===== config.mk =====
export PLATFORM = sky130hd
export DESIGN_NAME = bridge_receiver
export DESIGN_NICKNAME = d
export VERILOG_FILES = /design/src/rtl/bridge_pkg.sv /design/src/rtl/bridge_sync_fifo.sv /design/src/rtl/bridge_receiver.sv
export SDC_FILE = /design/constraint.sdc
export NUM_CORES = 1
export LEC_CHECK = 0
export CAP_MARGIN = 20
export CORE_AREA = 4 4 91 93
export CTS_CLUSTER_DIAMETER = 30
export DETAILED_ROUTE_END_ITERATION = 12
export DIE_AREA = 0 0 95 97
export DONT_BUFFER_PORTS = 1
export SKIP_CTS_REPAIR_TIMING = 1
export SLEW_MARGIN = 0
export SYNTH_ARGS = -nofsm -noshare
export SYNTH_HDL_FRONTEND = slang
export SYNTH_SLANG_ARGS = --single-unit

===== constraint.sdc =====
create_clock -name clk -period 3.5 [get_ports clk]
set_input_delay 0.525 -clock clk [delete_from_list [all_inputs] [get_ports clk]]
set_output_delay 0.525 -clock clk [all_outputs]
set_load 0.01 [all_outputs]

===== src/rtl/bridge_pkg.sv =====
// +--------------------------------------------------------------------------+
// | bridge_pkg: shared types and helpers for the bridge receiver slice.       |
// | Rev 1.0                                                                   |
// +--------------------------------------------------------------------------+
`default_nettype none

`ifndef WIDTH
`define WIDTH 8
`endif

package bridge_pkg;

  typedef enum logic [1:0] {
    IDLE  = 2'd0,
    RECV  = 2'd1,
    DRAIN = 2'd2
  } recv_state_t;

  // Occupancy from wrap-bit pointers: modular difference over pw bits.
  function automatic logic [15:0] ptr_level(input logic [15:0] wr,
                                            input logic [15:0] rd,
                                            input int unsigned pw);
    logic [15:0] diff;
    diff = wr - rd;
    return diff & ((16'd1 << pw) - 16'd1);
  endfunction

endpackage

`default_nettype wire


===== src/rtl/bridge_sync_fifo.sv =====
// +--------------------------------------------------------------------------+
// | bridge_sync_fifo: `WIDTH x DEPTH first-word-fall-through FIFO.            |
// | Rev 1.0                                                                   |
// +--------------------------------------------------------------------------+
`default_nettype none

`ifndef WIDTH
`define WIDTH 8
`endif

module bridge_sync_fifo
  import bridge_pkg::*;
#(
  parameter int DEPTH = 4,
  parameter int LW    = $clog2(DEPTH) + 1
) (
  input  logic              clk,
  input  logic              rst,
  input  logic              push,
  input  logic [`WIDTH-1:0] push_data,
  input  logic              pop,
  output logic [`WIDTH-1:0] pop_data,
  output logic              full,
  output logic              empty,
  output logic [LW-1:0]     level
);

  localparam int AW = $clog2(DEPTH);
  localparam int PW = AW + 1;

  logic [PW-1:0]     wr_ptr;
  logic [PW-1:0]     rd_ptr;
  logic [`WIDTH-1:0] mem [DEPTH];

  always_ff @(posedge clk) begin
    if (rst) begin
      wr_ptr <= '0;
      rd_ptr <= '0;
    end else begin
      if (push) wr_ptr <= wr_ptr + PW'(1);
      if (pop)  rd_ptr <= rd_ptr + PW'(1);
    end
  end

  // Storage is not reset; the empty gate on pop_data hides stale entries.
  always_ff @(posedge clk) begin
    if (push) mem[wr_ptr[AW-1:0]] <= push_data;
  end

  assign empty    = (wr_ptr == rd_ptr);
  assign full     = (wr_ptr[AW] != rd_ptr[AW]) && (wr_ptr[AW-1:0] == rd_ptr[AW-1:0]);
  assign level    = LW'(ptr_level(16'(wr_ptr), 16'(rd_ptr), PW));
  assign pop_data = empty ? '0 : mem[rd_ptr[AW-1:0]];

  always_ff @(posedge clk) begin
    if (!rst) begin
      assert (!(push && full)) else $error("bridge_sync_fifo overflow");
      assert (!(pop && empty)) else $error("bridge_sync_fifo underflow");
    end
  end

endmodule

`default_nettype wire


===== src/rtl/bridge_receiver.sv =====
// +--------------------------------------------------------------------------+
// | bridge_receiver: valid/ready sink with FWFT buffer, drain FSM and word    |
// | counter. Optional XOR checksum port under RECV_CHECKSUM_EN. Rev 1.0       |
// +--------------------------------------------------------------------------+
`default_nettype none

`ifndef WIDTH
`define WIDTH 8
`endif

module bridge_receiver
  import bridge_pkg::*;
#(
  parameter int DEPTH = 4,
  parameter int CNT_W = 16
) (
  input  logic                     clk,
  input  logic                     rst,
  input  logic                     en,
  input  logic                     valid,
  input  logic [`WIDTH-1:0]        data_in,
  output logic                     ready,
  output logic [`WIDTH-1:0]        out_data,
  output logic                     out_valid,
  input  logic                     out_ready,
  output logic [$clog2(DEPTH):0]   level,
  output logic [CNT_W-1:0]         rx_count,
  output logic                     busy
`ifdef RECV_CHECKSUM_EN
  ,
  output logic [`WIDTH-1:0]        checksum
`endif
);

  localparam int LW = $clog2(DEPTH) + 1;

  recv_state_t      state_q;
  recv_state_t      state_d;
  logic             push;
  logic             pop;
  logic             full;
  logic             empty;
  logic             drain_done;
  logic [CNT_W-1:0] count_q;

  bridge_sync_fifo #(
    .DEPTH (DEPTH),
    .LW    (LW)
  ) u_fifo (
    .clk       (clk),
    .rst       (rst),
    .push      (push),
    .push_data (data_in),
    .pop       (pop),
    .pop_data  (out_data),
    .full      (full),
    .empty     (empty),
    .level     (level)
  );

  // Registered-only decode keeps valid out of the ready path.
  assign ready     = (state_q == RECV) && !full;
  assign out_valid = !empty;
  assign push      = valid && ready;
  assign pop       = out_valid && out_ready;
  assign busy      = (state_q != IDLE);
  assign rx_count  = count_q;

  // True when the buffer is empty once this cycle's pop has taken effect.
  assign drain_done = (level == LW'(0)) || ((level == LW'(1)) && pop);

  always_ff @(posedge clk) begin
    if (rst) begin
      state_q <= IDLE;
      count_q <= '0;
    end else begin
      state_q <= state_d;
      if (push) count_q <= count_q + CNT_W'(1);
    end
  end

  always_comb begin
    state_d = state_q;
    case (state_q)
      IDLE:    if (en) state_d = RECV;
      RECV:    if (!en) state_d = (level == LW'(0)) ? IDLE : DRAIN;
      DRAIN: begin
        if (drain_done) state_d = IDLE;
        else if (en)    state_d = RECV;
      end
      default: state_d = IDLE;
    endcase
  end

`ifdef RECV_CHECKSUM_EN
  logic [`WIDTH-1:0] csum_q;

  always_ff @(posedge clk) begin
    if (rst)       csum_q <= '0;
    else if (push) csum_q <= csum_q ^ data_in;
  end

  assign checksum = csum_q;
`endif

endmodule

`default_nettype wire


**Word level (Yosys, flattened, before mapping)**

Memories as Yosys holds them, arrays and structs flattened. A register that Yosys moved wholly into a read port is not among the register bits.
Cells that the tools add are included.

- Latch bits: 0
- Logic and storage cells: 37
- Bits in writable memories: 32
- Input bits: 13
- Memories kept: 1
- Bits in registers: 24
- Output and inout bits: 30
- ROM bits: 0

- Bitwise gates (word level): 0
- Reductions and logical operators: 11
- Multipliers: 0
- Add/sub/neg operators: 4
- Div/mod/pow operators: 0
- Muxes and demuxes: 10
- Eq/ne operators: 7
- $lt $le $gt $ge: 0
- Shift operators: 0

Memories:

| name | depth | width | read ports | clocked after memory_dff | wr ports | RTL line | source |
|---|---|---|---|---|---|---|---|
| u_fifo.mem | 4 | 8 | 1 | 1 | 1 | bridge_sync_fifo.sv:33 | `` logic [`WIDTH-1:0] mem [DEPTH]; `` |

Operators with widths:

| cell | number |
|---|---|
| 16-bit by 1-bit adder with 16-bit output (second input constant) | 1 |
| 2-bit 2-to-1 mux | 6 |
| 8-bit 2-to-1 mux | 1 |
| 3-bit by 1-bit adder with 3-bit output (second input constant) | 2 |
| 2-bit one-hot mux with 3 select lines | 1 |
| 1-bit logical AND | 5 |
| 3-bit by 1-bit equality test with 1-bit output (second input constant) | 1 |
| 3-bit equality test | 1 |
| 3-bit zero test | 1 |
| 3-bit subtractor | 1 |
| 2-bit by 1-bit equality test with 1-bit output (second input constant) | 1 |
| 2-bit equality test | 1 |
| 2-bit equality test (second input constant) | 1 |
| 1-bit zero test | 2 |
| 2-bit zero test | 1 |
| 1-bit 2-to-1 mux | 2 |
| 2-bit != test (second input constant) | 1 |
| 2-bit nonzero test | 1 |
| 1-bit logical OR | 1 |
| 1-bit != test | 1 |

**Depth between registers and ports, before layout**

Gate-level depths: netlist (run 1).

- Word-level depth: 7
- Gate-level depth with buffers: 7
- Depth with buffers taken out: 6

**Cells and area by module**

A second synthesis (run 1) with hierarchy kept.

- Cell total of the unflattened synthesis: 195
- Area, all modules: 2532.4 um^2

Modules (own cells, without submodules):

| module | seq. area each (um^2) | cells each | area each (um^2) | times used |
|---|---|---|---|---|
| bridge_sync_fifo | 1121.1 | 98 | 1679.1 | 1 |
| bridge_receiver | 360.3 | 97 | 853.3 | 1 |

**Least setup slack after synthesis (run 1)**

No wires, ideal clock.

- Path type: reg2out
- Start: register u_fifo.wr_ptr[0]
- End: output port out_data[0]
- Path slack: 1.441 ns
- Data required time: 2.975 ns
- Cell stages (with the launch flop): 7
- Arrival time: 1.534 ns
- Path buffers: 1
- Path through: dfxtp_1 -> inv_1 -> ha_1 -> nand2_1 -> clkbuf_1 -> nor2_1 -> nor2b_1

- Longest elaborated chain between the ends: 2

RTL lines:

| element | RTL line | source |
|---|---|---|
| from (decl) | bridge_sync_fifo.sv:31 | `logic [PW-1:0] wr_ptr;` |
| from (signal assigned) | bridge_sync_fifo.sv:40 | `if (push) wr_ptr <= wr_ptr + PW'(1);` |
| 3-bit equality test | bridge_sync_fifo.sv:50 | `assign empty = (wr_ptr == rd_ptr);` |
| 8-bit 2-to-1 mux | bridge_sync_fifo.sv:53 | `assign pop_data = empty ? '0 : mem[rd_ptr[AW-1:0]];` |
| to (decl) | bridge_receiver.sv:23 | `` output logic [`WIDTH-1:0] out_data, `` |

No other way between the ends.

**Final worst setup path (run 1)**

- Start: register u_fifo.wr_ptr[0]
- End: output port out_data[6]

Same word-level chain as after synthesis.

==> results of run 1 <==
final cells by class:
type	instances	area share, %
tap	102	4.46
sequential	58	51.8
multi-input combinational	126	35.2
inverter	10	1.31
clock buffer	10	4.46
clock inverter	6	2.84
layout by cell type (no fill, tap or decap), drive strengths merged, types with 2 or more instances in the layout:
cell type	instances
and3	4
nand3	2
or4	5
and2	3
or3	5
o2111ai	3
bufinv	2
edfxtp	32
clkinv	3
o31ai	5
xor2	9
and4b	2
xnor2	4
nand2	9
a21oi	11
dfxtp	26
o21ai	9
mux4	8
clkbuf	10
o211ai	5
nor2	15
mux2i	3
inv	10
nor2b	9
ha	8
power by group through the flow:
stage | sequential [mW] | clock (mW) | combinational, mW
floorplan | 0.750 | 0 | 0.0994
global placement | 0.761 | 0 | 0.107
detailed placement | 0.761 | 0 | 0.110
CTS | 0.747 | 0.673 | 0.110
global route | 0.748 | 0.709 | 0.118
finish | 0.746 | 0.653 | 0.106
sequential cells by signal, summed over array words and instances, names as in the netlist, named ones only:
signal / flops
state_q: 2
u_fifo.wr_ptr: 3
rx_count: 16
u_fifo.rd_ptr: 3
u_fifo.mem: 32
per-stage QoR:
stage,area (um2),cells,worst slack (ns),hold WS [ns]
floorplan,2550,201,1.44,0.496
global placement,2650,296,1.06,0.506
detailed placement,2650,296,0.904,0.514
CTS,2860,312,0.546,0.230
global route,2860,312,0.401,0.222
finish,2860,312,0.662,0.255
final timing paths:
path                         start  slack [ns]          endpoint
setup reg to reg  u_fifo.wr_ptr[0]        1.20  u_fifo.mem[0][4]
setup / recovery  u_fifo.wr_ptr[0]        0.66       out_data[6]
hold / removal                 rst        0.25      rx_count[10]
hold reg to reg       rx_count[15]        0.53      rx_count[15]
critical path: stages, from the launching register on:
cell,delay (ns)
sky130_fd_sc_hd__dfxtp_1,0.36
sky130_fd_sc_hd__inv_1,0.11
sky130_fd_sc_hd__ha_1,0.34
sky130_fd_sc_hd__nand2_1,0.26
sky130_fd_sc_hd__nor2_1,0.70
sky130_fd_sc_hd__nor2b_1,0.20
metal layers:
| layer | track usage, % | vias up | share of wire, % |
|---|---|---|---|
| met1 | 12.0 | 738 | 41 |
| li1 | - | 745 | - |
| met2 | 18.5 | 46 | 47 |
| met5 | 0 | - | 0 |
| met4 | 4.33 | 0 | 1.6 |
| met3 | 7.15 | 10 | 9.7 |
cells by family after synthesis:
group,share of synthesized area [%]
compound gates,8.58
fa+ha+maj,4.71
flops,58.0
buf+inv,2.55
mux,8.24
xor+xnor,5.20
simple gates,12.7
==> qor.txt, run 1 <==
RD Place Congestion = 0.725
sequential fraction of the synthesis area = 58.0%
via/cell ratio = 4.93
post-synthesis register bit count = 58
GR Util All Layers = 11.5%
routed length per instance = 15.9 um
Max-Slew Margin vs Limit = 46.7%
global-route wire length before repair = 7900 um
proportion of power drawn by combinational gates = 7.0%
post-synthesis instance area = 2550 um2
sequential standard cell area = 1480 um2
achievable frequency = 0.352 GHz
number of diodes added for antenna fixing = 0
core region area = 7530 um2
most area-consuming cells after synthesis = sky130_fd_sc_hd__edfxtp_1 38%, sky130_fd_sc_hd__dfxtp_1 20%, sky130_fd_sc_hd__mux4_2 7.1%
register share of total power = 49.6%
post-route clock skew = 0.00721 ns
post-route clock period utilization = 81.1%
async set-or-reset flop fraction in the synthesized netlist = 0%
routed wire length = 4950 um
CTS buffer count = 9
Vias = 1539
Mapped Nets = 223
total power consumption of the routed design = 1.50 mW
antenna violations before repair = 0
maximum fanout along the worst path = 12
cell types with the highest counts after synthesis = 32 x sky130_fd_sc_hd__edfxtp_1, 26 x sky130_fd_sc_hd__dfxtp_1, 15 x sky130_fd_sc_hd__nor2_1
vias in the first global route = 1555
Startpoint Class = register
# setup viols final = 0
placement row count = 32
Maximum Capacitance Violations = 0
maximum number of pins on one net before global-route repair = 26
cell type with the highest aggregate area in the netlist = sky130_fd_sc_hd__edfxtp_1
Final Max Tran Viols = 0
total clock sinks = 58
Switching Power = 0.337 mW
number of DRC violations after detailed-routing iteration 0 = 71
shortest clock period the worst path allows after layout = 2.84 ns
clock latency on the worst-skew pair = 0.34 ns
die height = 97 um
Boundary Pins = 43
area growth from synthesis to final layout = 12.1%
Post-DRT Antenna Nets = 0
worst hold stages = 1
unrepaired setup endpoints after global routing = no
Internal Power = 1.17 mW
Synth Warn # = 0
htree depth = 3
post-route setup TNS = 0 ns
Clock Path Buffers = 2
fraction of power spent switching nets = 22.4%
library cells used by synthesis = 36
post-route core utilization = 38.0%
required arrival time at the worst endpoint = 2.97 ns
net total in the final layout = 227
total area of multi-input combinational cells = 1010 um2
most common cell in the synthesized netlist = sky130_fd_sc_hd__edfxtp_1
total global routing overflow = 0
Synth Area per Inst = 12.7 um2
outcome = completed
first-pass iteration count of the detailed router = 4
power density over the cells = 526 nW/um2
reg2reg path depth = 6
DR DRC count = 0
sort of element at the end of the critical path = output port
number of endpoints with negative hold slack in the final report = 0
most instantiated flip-flop cell in the synthesis netlist = sky130_fd_sc_hd__edfxtp_1
IR Drop Worst-Case VDD = 0.244 mV
FILL cells = 772
Reg clk slew, reported paths = 0.07 ns
fraction of final layout cells with drive strength greater than 1 = 12.4%
number of input and output port buffers inserted = 0
Tightest Hold Check Type = input port to register
cell at the root of the clock tree = sky130_fd_sc_hd__clkbuf_8
leakage power figure = 1.00 nW
half-perimeter wire length after detailed placement = 3450 um
part of the total power dissipated in the clock network = 43.4%
top-area cell type share of the netlist area = 37.6%
starting density of the core = 33.9%
die width = 95 um
Worst Max-Slew Pin Slew = 0.796 ns
crit path kind = register to output port
cell count after synthesis = 201
Arrival @ worst endpoint = 2.31 ns
die area = 9220 um2
clock tree from TritonCTS = done
number of enable flip-flop cells after synthesis = 32
(Power assumes the default switching activity.)
==> run 2, diff against run 1 <==
==> constraint.sdc (replaced) <==
create_clock -name clk -period 2.7 [get_ports clk]
set_input_delay 0.405 -clock clk [delete_from_list [all_inputs] [get_ports clk]]
set_output_delay 0.405 -clock clk [all_outputs]
set_load 0.01 [all_outputs]
==> run 2 against run 1 <==
Global-route usage grew 0.15 points. Largest power group unchanged. Final area shrank 0.83%. Die area is the same. Critical endpoint unchanged. Wire length shrank 0.38%. Worst hold slack lost 0.11 ns. Final cell count grew 0.64%. Combinational power grew 38%. Worst setup slack lost 0.26 ns. Flip-flop and latch count is the same. Highest routed layer unchanged. Register-to-register slack lost 0.51 ns. Sequential power grew 29%.
==> qor.txt, run 2 (same netlist as run 1, synthesis figures left out) <==
outcome = completed
sort of element at the end of the critical path = output port
htree depth = 3 (unchanged)
Critical Path Stages = 7 (+2)
die width = 95 um (unchanged)
required arrival time at the worst endpoint = 2.30 ns (-0.67 ns)
Worst Max-Slew Pin Slew = 0.551 ns (-0.245 ns)
CTS buffer count = 9 (unchanged)
number of input and output port buffers inserted = 0 (unchanged)
Tightest Hold Check Type = input port to register
Max-Slew Margin vs Limit = 63.2% (+16 points)
leading cell type in the layout, fill and taps excluded = sky130_fd_sc_hd__edfxtp_1
total global routing overflow = 0 (unchanged)
achievable frequency = 0.435 GHz
Startpoint Class = register
die height = 97 um (unchanged)
global-route wire length before repair = 8050 um (+1.9%)
maximum fanout along the worst path = 11 (-1)
largest delay contributor family on the critical path = buffers and inverters
area growth from synthesis to final layout = 11.2%
DR DRC count = 0 (unchanged)
vias in the first global route = 1593 (+2.4%)
placement row count = 32 (unchanged)
total power consumption of the routed design = 1.78 mW (+19%)
most frequent cells in the layout = 32 x sky130_fd_sc_hd__edfxtp_1, 26 x sky130_fd_sc_hd__dfxtp_1, 15 x sky130_fd_sc_hd__nor2_1
routed wire length = 4930 um (-0.38%)
Post-DRT Antenna Nets = 0 (unchanged)
clock latency on the worst-skew pair = 0.33 ns (about the same)
die area = 9220 um2 (unchanged)
Critical Path Most Common Cell = sky130_fd_sc_hd__buf_4
half-perimeter wire length after detailed placement = 3490 um (+1.0%)
GR Util All Layers = 11.6% (+0.15 points)
crit path kind = register to output port
first-pass iteration count of the detailed router = 3 (-1)
power density over the cells = 629 nW/um2 (+20%)
cells along the critical path = inv_1 -> ha_1 -> nand2_1 -> buf_4 -> nor2_1 -> buf_4 -> nor2b_1
RD Place Congestion = 0.774 (+6.8%)
Reg clk slew, reported paths = 0.07 ns (about the same)
reg2reg path depth = 6 (unchanged)
Maximum Capacitance Violations = 0 (unchanged)
fraction of final layout cells with drive strength greater than 1 = 13.7% (+1.3 points)
worst hold stages = 1 (unchanged)
cell at the root of the clock tree = sky130_fd_sc_hd__clkbuf_8
Vias = 1544 (+0.32%)
via/cell ratio = 4.92 (-0.31%)
clock tree from TritonCTS = done
post-route clock period utilization = 85.2%
total clock sinks = 58 (unchanged)
starting density of the core = 33.9% (unchanged)
number of DRC violations after detailed-routing iteration 0 = 26 (-63%)
max FFs per register = 32 (unchanged)
number of diodes added for antenna fixing = 0 (unchanged)
maximum number of pins on one net before global-route repair = 26 (unchanged)
IR Drop Worst-Case VDD = 0.277 mV (+13%)
unrepaired setup endpoints after global routing = no
core region area = 7530 um2 (unchanged)
Crit path largest cell delay = 0.37 ns (-0.33 ns)
Final Max Tran Viols = 0 (unchanged)
Arrival @ worst endpoint = 1.90 ns (-0.41 ns)
post-route clock skew = 0.00438 ns (-0.00283 ns)
total buffers and inverters traversed by the critical path = 3 (+2)
Clock Path Buffers = 2 (unchanged)
leakage power figure = 0.989 nW (-1.1%)
Boundary Pins = 43 (unchanged)
net total in the final layout = 229 (+0.88%)
shortest clock period the worst path allows after layout = 2.30 ns
number of endpoints with negative hold slack in the final report = 0 (unchanged)
Slowest cell on crit path = sky130_fd_sc_hd__dfxtp_1
routed length per instance = 15.7 um (-1.0%)
antenna violations before repair = 0 (unchanged)
post-route setup TNS = 0 ns (unchanged)
# setup viols final = 0 (unchanged)
run 2: cell count changes in the layout (fill, tap and decap cells not counted):
cell,before,now
sky130_fd_sc_hd__clkbuf_1,1,0
sky130_fd_sc_hd__buf_4,0,2
sky130_fd_sc_hd__clkinv_4,0,2
sky130_fd_sc_hd__bufinv_16,2,0
sky130_fd_sc_hd__clkinvlp_4,1,2
run 2: where the power goes:
group | total, mW | internal (mW) | switching, mW
Clock | 0.672 | 0.328 | 0.344
Sequential | 0.966 | 0.946 | 0.0207
Combinational | 0.146 | 0.0621 | 0.0840
Total | 1.78 | 1.34 | 0.449
run 2: worst paths after layout:
kind	start	endpoint	slack, ns
worst max register to register	u_fifo.wr_ptr[0]	u_fifo.mem[1][5]	0.69
worst min register to register	rx_count[15]	rx_count[15]	0.54
worst max-delay path	u_fifo.wr_ptr[0]	out_data[6]	0.40
worst min-delay path	rst	rx_count[11]	0.14
run 2: metal layers:
layer	GRT usage [%]	vias up	share of wire [%]
li1	-	752	-
met1	13.5	744	42
met2	18.3	42	48
met4	3.33	0	1.1
met3	6.45	6	8.9
met5	0	-	0
run 2: cell type report:
cell class	instances	area [um2]
fill	766	4690
clock inverter	7	46.3
timing repair buffer	2	15.0
inverter	10	37.5
tap	102	128
sequential	58	1480
clock buffer	9	124
multi-input combinational	126	1010
run 2: through the flow:
stage / hold WS (ns) / cells / util, % / cell area [um2] / setup slack, ns
after floorplan: 0.496 / 201 / - / 2550 / 0.761
after global placement: 0.479 / 298 / 35.4 / 2670 / 0.728
after detailed placement: 0.481 / 298 / 35.4 / 2670 / 0.657
after CTS: 0.115 / 314 / 37.7 / 2840 / 0.345
after global routing: 0.112 / 314 / 37.7 / 2840 / 0.229
final: 0.140 / 314 / 37.7 / 2840 / 0.399
==> run 3, diff against run 2 <==
--- a/config.mk
+++ b/config.mk
@@ -5,12 +5,12 @@
 export SDC_FILE = /design/constraint.sdc
 export NUM_CORES = 1
 export LEC_CHECK = 0
-export CAP_MARGIN = 20
 export CORE_AREA = 4 4 91 93
 export CTS_CLUSTER_DIAMETER = 30
 export DETAILED_ROUTE_END_ITERATION = 12
 export DIE_AREA = 0 0 95 97
 export DONT_BUFFER_PORTS = 1
+export RECOVER_POWER = 25
 export SKIP_CTS_REPAIR_TIMING = 1
 export SLEW_MARGIN = 0
 export SYNTH_ARGS = -nofsm -noshare
==> constraint.sdc (replaced) <==
create_clock -name clk -period 2.3 [get_ports clk]
set_input_delay 0.345 -clock clk [delete_from_list [all_inputs] [get_ports clk]]
set_output_delay 0.345 -clock clk [all_outputs]
set_load 0.01 [all_outputs]
==> run 3 against run 2 <==
Wire length grew 3.7%. Core utilization grew 2.2 points. First-iteration DRC count grew 96%. Critical path depth is the same. Register-to-register slack lost 0.39 ns. Final cell count grew 1.3%. Clock-buffer cell count is the same. Clock skew grew 0.0026 ns. Non-clock buffer count grew 4. Total power grew 41%. Clock power grew 74%. Global-route usage grew 0.32 points. Critical path type unchanged. Critical endpoint is now out_data[4]. Largest cell class unchanged. Highest routed layer unchanged.
==> qor.txt, run 3 (same netlist as run 1, synthesis figures left out) <==
register share of total power = 44.5% (-9.7 points)
total buffers and inverters traversed by the critical path = 3 (unchanged)
total area of multi-input combinational cells = 1050 um2 (+4.5%)
fraction of power spent switching nets = 23.0% (-2.1 points)
area growth from synthesis to final layout = 17.6%
pre-CTS setup slack = 0.275 ns (-0.383 ns)
total clock sinks = 58 (unchanged)
post-route core utilization = 39.9% (+2.2 points)
# setup viols final = 0 (unchanged)
DR DRC count = 0 (unchanged)
core region area = 7530 um2 (unchanged)
CTS buffer count = 9 (unchanged)
number of diodes added for antenna fixing = 0 (unchanged)
sort of element at the end of the critical path = output port
Max-Slew Margin vs Limit = 64.6% (+1.4 points)
net total in the final layout = 233 (+1.7%)
half-perimeter wire length after detailed placement = 3480 um (-0.15%)
crit path kind = register to output port
achievable frequency = 0.467 GHz
first-pass iteration count of the detailed router = 4 (+1)
finished layout cell area = 3000 um2 (+5.8%)
Critical Path Most Common Cell = sky130_fd_sc_hd__buf_6
number of DRC violations after detailed-routing iteration 0 = 51 (+96%)
required arrival time at the worst endpoint = 1.96 ns (-0.34 ns)
Internal Power = 1.94 mW (+45%)
htree depth = 3 (unchanged)
die area = 9220 um2 (unchanged)
die width = 95 um (unchanged)
Startpoint Class = register
die height = 97 um (unchanged)
leading cell type in the layout, fill and taps excluded = sky130_fd_sc_hd__edfxtp_1
leakage power figure = 1.08 nW (+8.8%)
final worst-path setup slack = 0.160 ns (-0.239 ns)
maximum number of pins on one net before global-route repair = 26 (unchanged)
Crit path largest cell delay = 0.36 ns (about the same)
cell at the root of the clock tree = sky130_fd_sc_hd__clkbuf_8
outcome = completed
proportion of power drawn by combinational gates = 9.3% (+1.1 points)
Switching Power = 0.581 mW (+29%)
Tightest Hold Check Type = input port to register
cells along the critical path = inv_1 -> ha_1 -> nand2_2 -> buf_6 -> nor2_4 -> buf_6 -> nor2b_2
Clock Path Buffers = 2 (unchanged)
Final Max Tran Viols = 0 (unchanged)
post-route clock period utilization = 93.0%
Boundary Pins = 43 (unchanged)
Vias = 1589 (+2.9%)
cell area reported after detailed placement = 2690 um2 (+0.84%)
vias in the first global route = 1530 (-4.0%)
Maximum Capacitance Violations = 0 (unchanged)
antenna violations before repair = 0 (unchanged)
sequential standard cell area = 1480 um2 (unchanged)
largest delay contributor family on the critical path = buffers and inverters
routed wire length = 5110 um (+3.7%)
number of endpoints with negative hold slack in the final report = 0 (unchanged)
Post-DRT Antenna Nets = 0 (unchanged)
via/cell ratio = 5.00 (+1.6%)
shortest clock period the worst path allows after layout = 2.14 ns
part of the total power dissipated in the clock network = 46.2% (+8.6 points)
number of input and output port buffers inserted = 0 (unchanged)
fraction of final layout cells with drive strength greater than 1 = 20.4% (+6.7 points)
Arrival @ worst endpoint = 1.79 ns (-0.11 ns)
starting density of the core = 33.9% (unchanged)
FILL cells = 763 (-0.39%)
RD Place Congestion = 0.720 (-7.1%)
Worst Max-Slew Pin Slew = 0.529 ns (-0.0219 ns)
placement row count = 32 (unchanged)
most frequent cells in the layout = 32 x sky130_fd_sc_hd__edfxtp_1, 26 x sky130_fd_sc_hd__dfxtp_1, 14 x sky130_fd_sc_hd__nor2_1
Slowest cell on crit path = sky130_fd_sc_hd__dfxtp_1
total power consumption of the routed design = 2.52 mW (+41%)
maximum fanout along the worst path = 9 (-2)
GR Util All Layers = 11.9% (+0.32 points)
Reg clk slew, reported paths = 0.07 ns (about the same)
routed length per instance = 16.1 um (+2.4%)
clock tree from TritonCTS = done
global-route wire length before repair = 8160 um (+1.3%)
max FFs per register = 32 (unchanged)
clock latency on the worst-skew pair = 0.34 ns (about the same)
total global routing overflow = 0 (unchanged)
power density over the cells = 841 nW/um2 (+34%)
unrepaired setup endpoints after global routing = no
post-route clock skew = 0.00699 ns (+0.00261 ns)
IR Drop Worst-Case VDD = 0.380 mV (+37%)
## run 3: cell count changes in the layout (fill, tap and decap cells not counted), moves of 2 or more
cell	previous run	this run
sky130_fd_sc_hd__nor2b_2	0	5
sky130_fd_sc_hd__bufinv_16	0	3
sky130_fd_sc_hd__clkinvlp_4	2	0
sky130_fd_sc_hd__buf_6	0	3
sky130_fd_sc_hd__nor2b_1	9	1
sky130_fd_sc_hd__inv_6	0	2
sky130_fd_sc_hd__clkinv_2	2	0
sky130_fd_sc_hd__nor2b_4	0	3
## run 3: layout make-up
| class | instances | share of cell area (%) |
|---|---|---|
| multi-input combinational | 126 | 35.0 |
| sequential | 58 | 49.3 |
| timing repair buffer | 6 | 1.88 |
| inverter | 10 | 1.25 |
| clock inverter | 7 | 4.17 |
| clock buffer | 9 | 4.13 |
| tap | 102 | 4.25 |
## run 3: metrics by stage
step                      std cells  hold WS (ns)  setup TNS (ns)
final                           318        0.0600               0
after global routing            318        0.0418               0
after CTS                       317        0.0379          -0.152
after detailed placement        301         0.420               0
after global placement          301         0.419               0
after floorplan                 201         0.444               0
## run 3: routing by layer
| metal | part of all wire [%] | up-vias | GRT usage, % | wire length [um] |
|---|---|---|---|---|
| met4 | 1.8 | 0 | 5.33 | 93 |
| met1 | 41 | 757 | 13.9 | 2110 |
| met3 | 9.7 | 12 | 6.84 | 495 |
| met2 | 47 | 54 | 17.7 | 2410 |
| met5 | 0 | - | 0 | 0 |
| li1 | - | 766 | - | - |
## run 3: path summary, 6_finish.rpt
path                                        from          endpoint  slack [ns]  depth (start not counted)
worst max-delay path            u_fifo.wr_ptr[0]       out_data[4]        0.16                          7
worst min-delay path                         rst      rx_count[10]        0.06                          1
worst max register to register  u_fifo.wr_ptr[0]  u_fifo.mem[0][6]        0.30                          6
worst min register to register      rx_count[15]      rx_count[15]        0.52                          2
## run 3: power by group through the flow
stage	Sequential, mW	Combinational, mW	Clock (mW)
CTS	1.12	0.196	1.20
floorplan	1.14	0.151	0
finish	1.12	0.234	1.17
detailed placement	1.15	0.195	0
global placement	1.15	0.192	0
global route	1.13	0.258	1.24
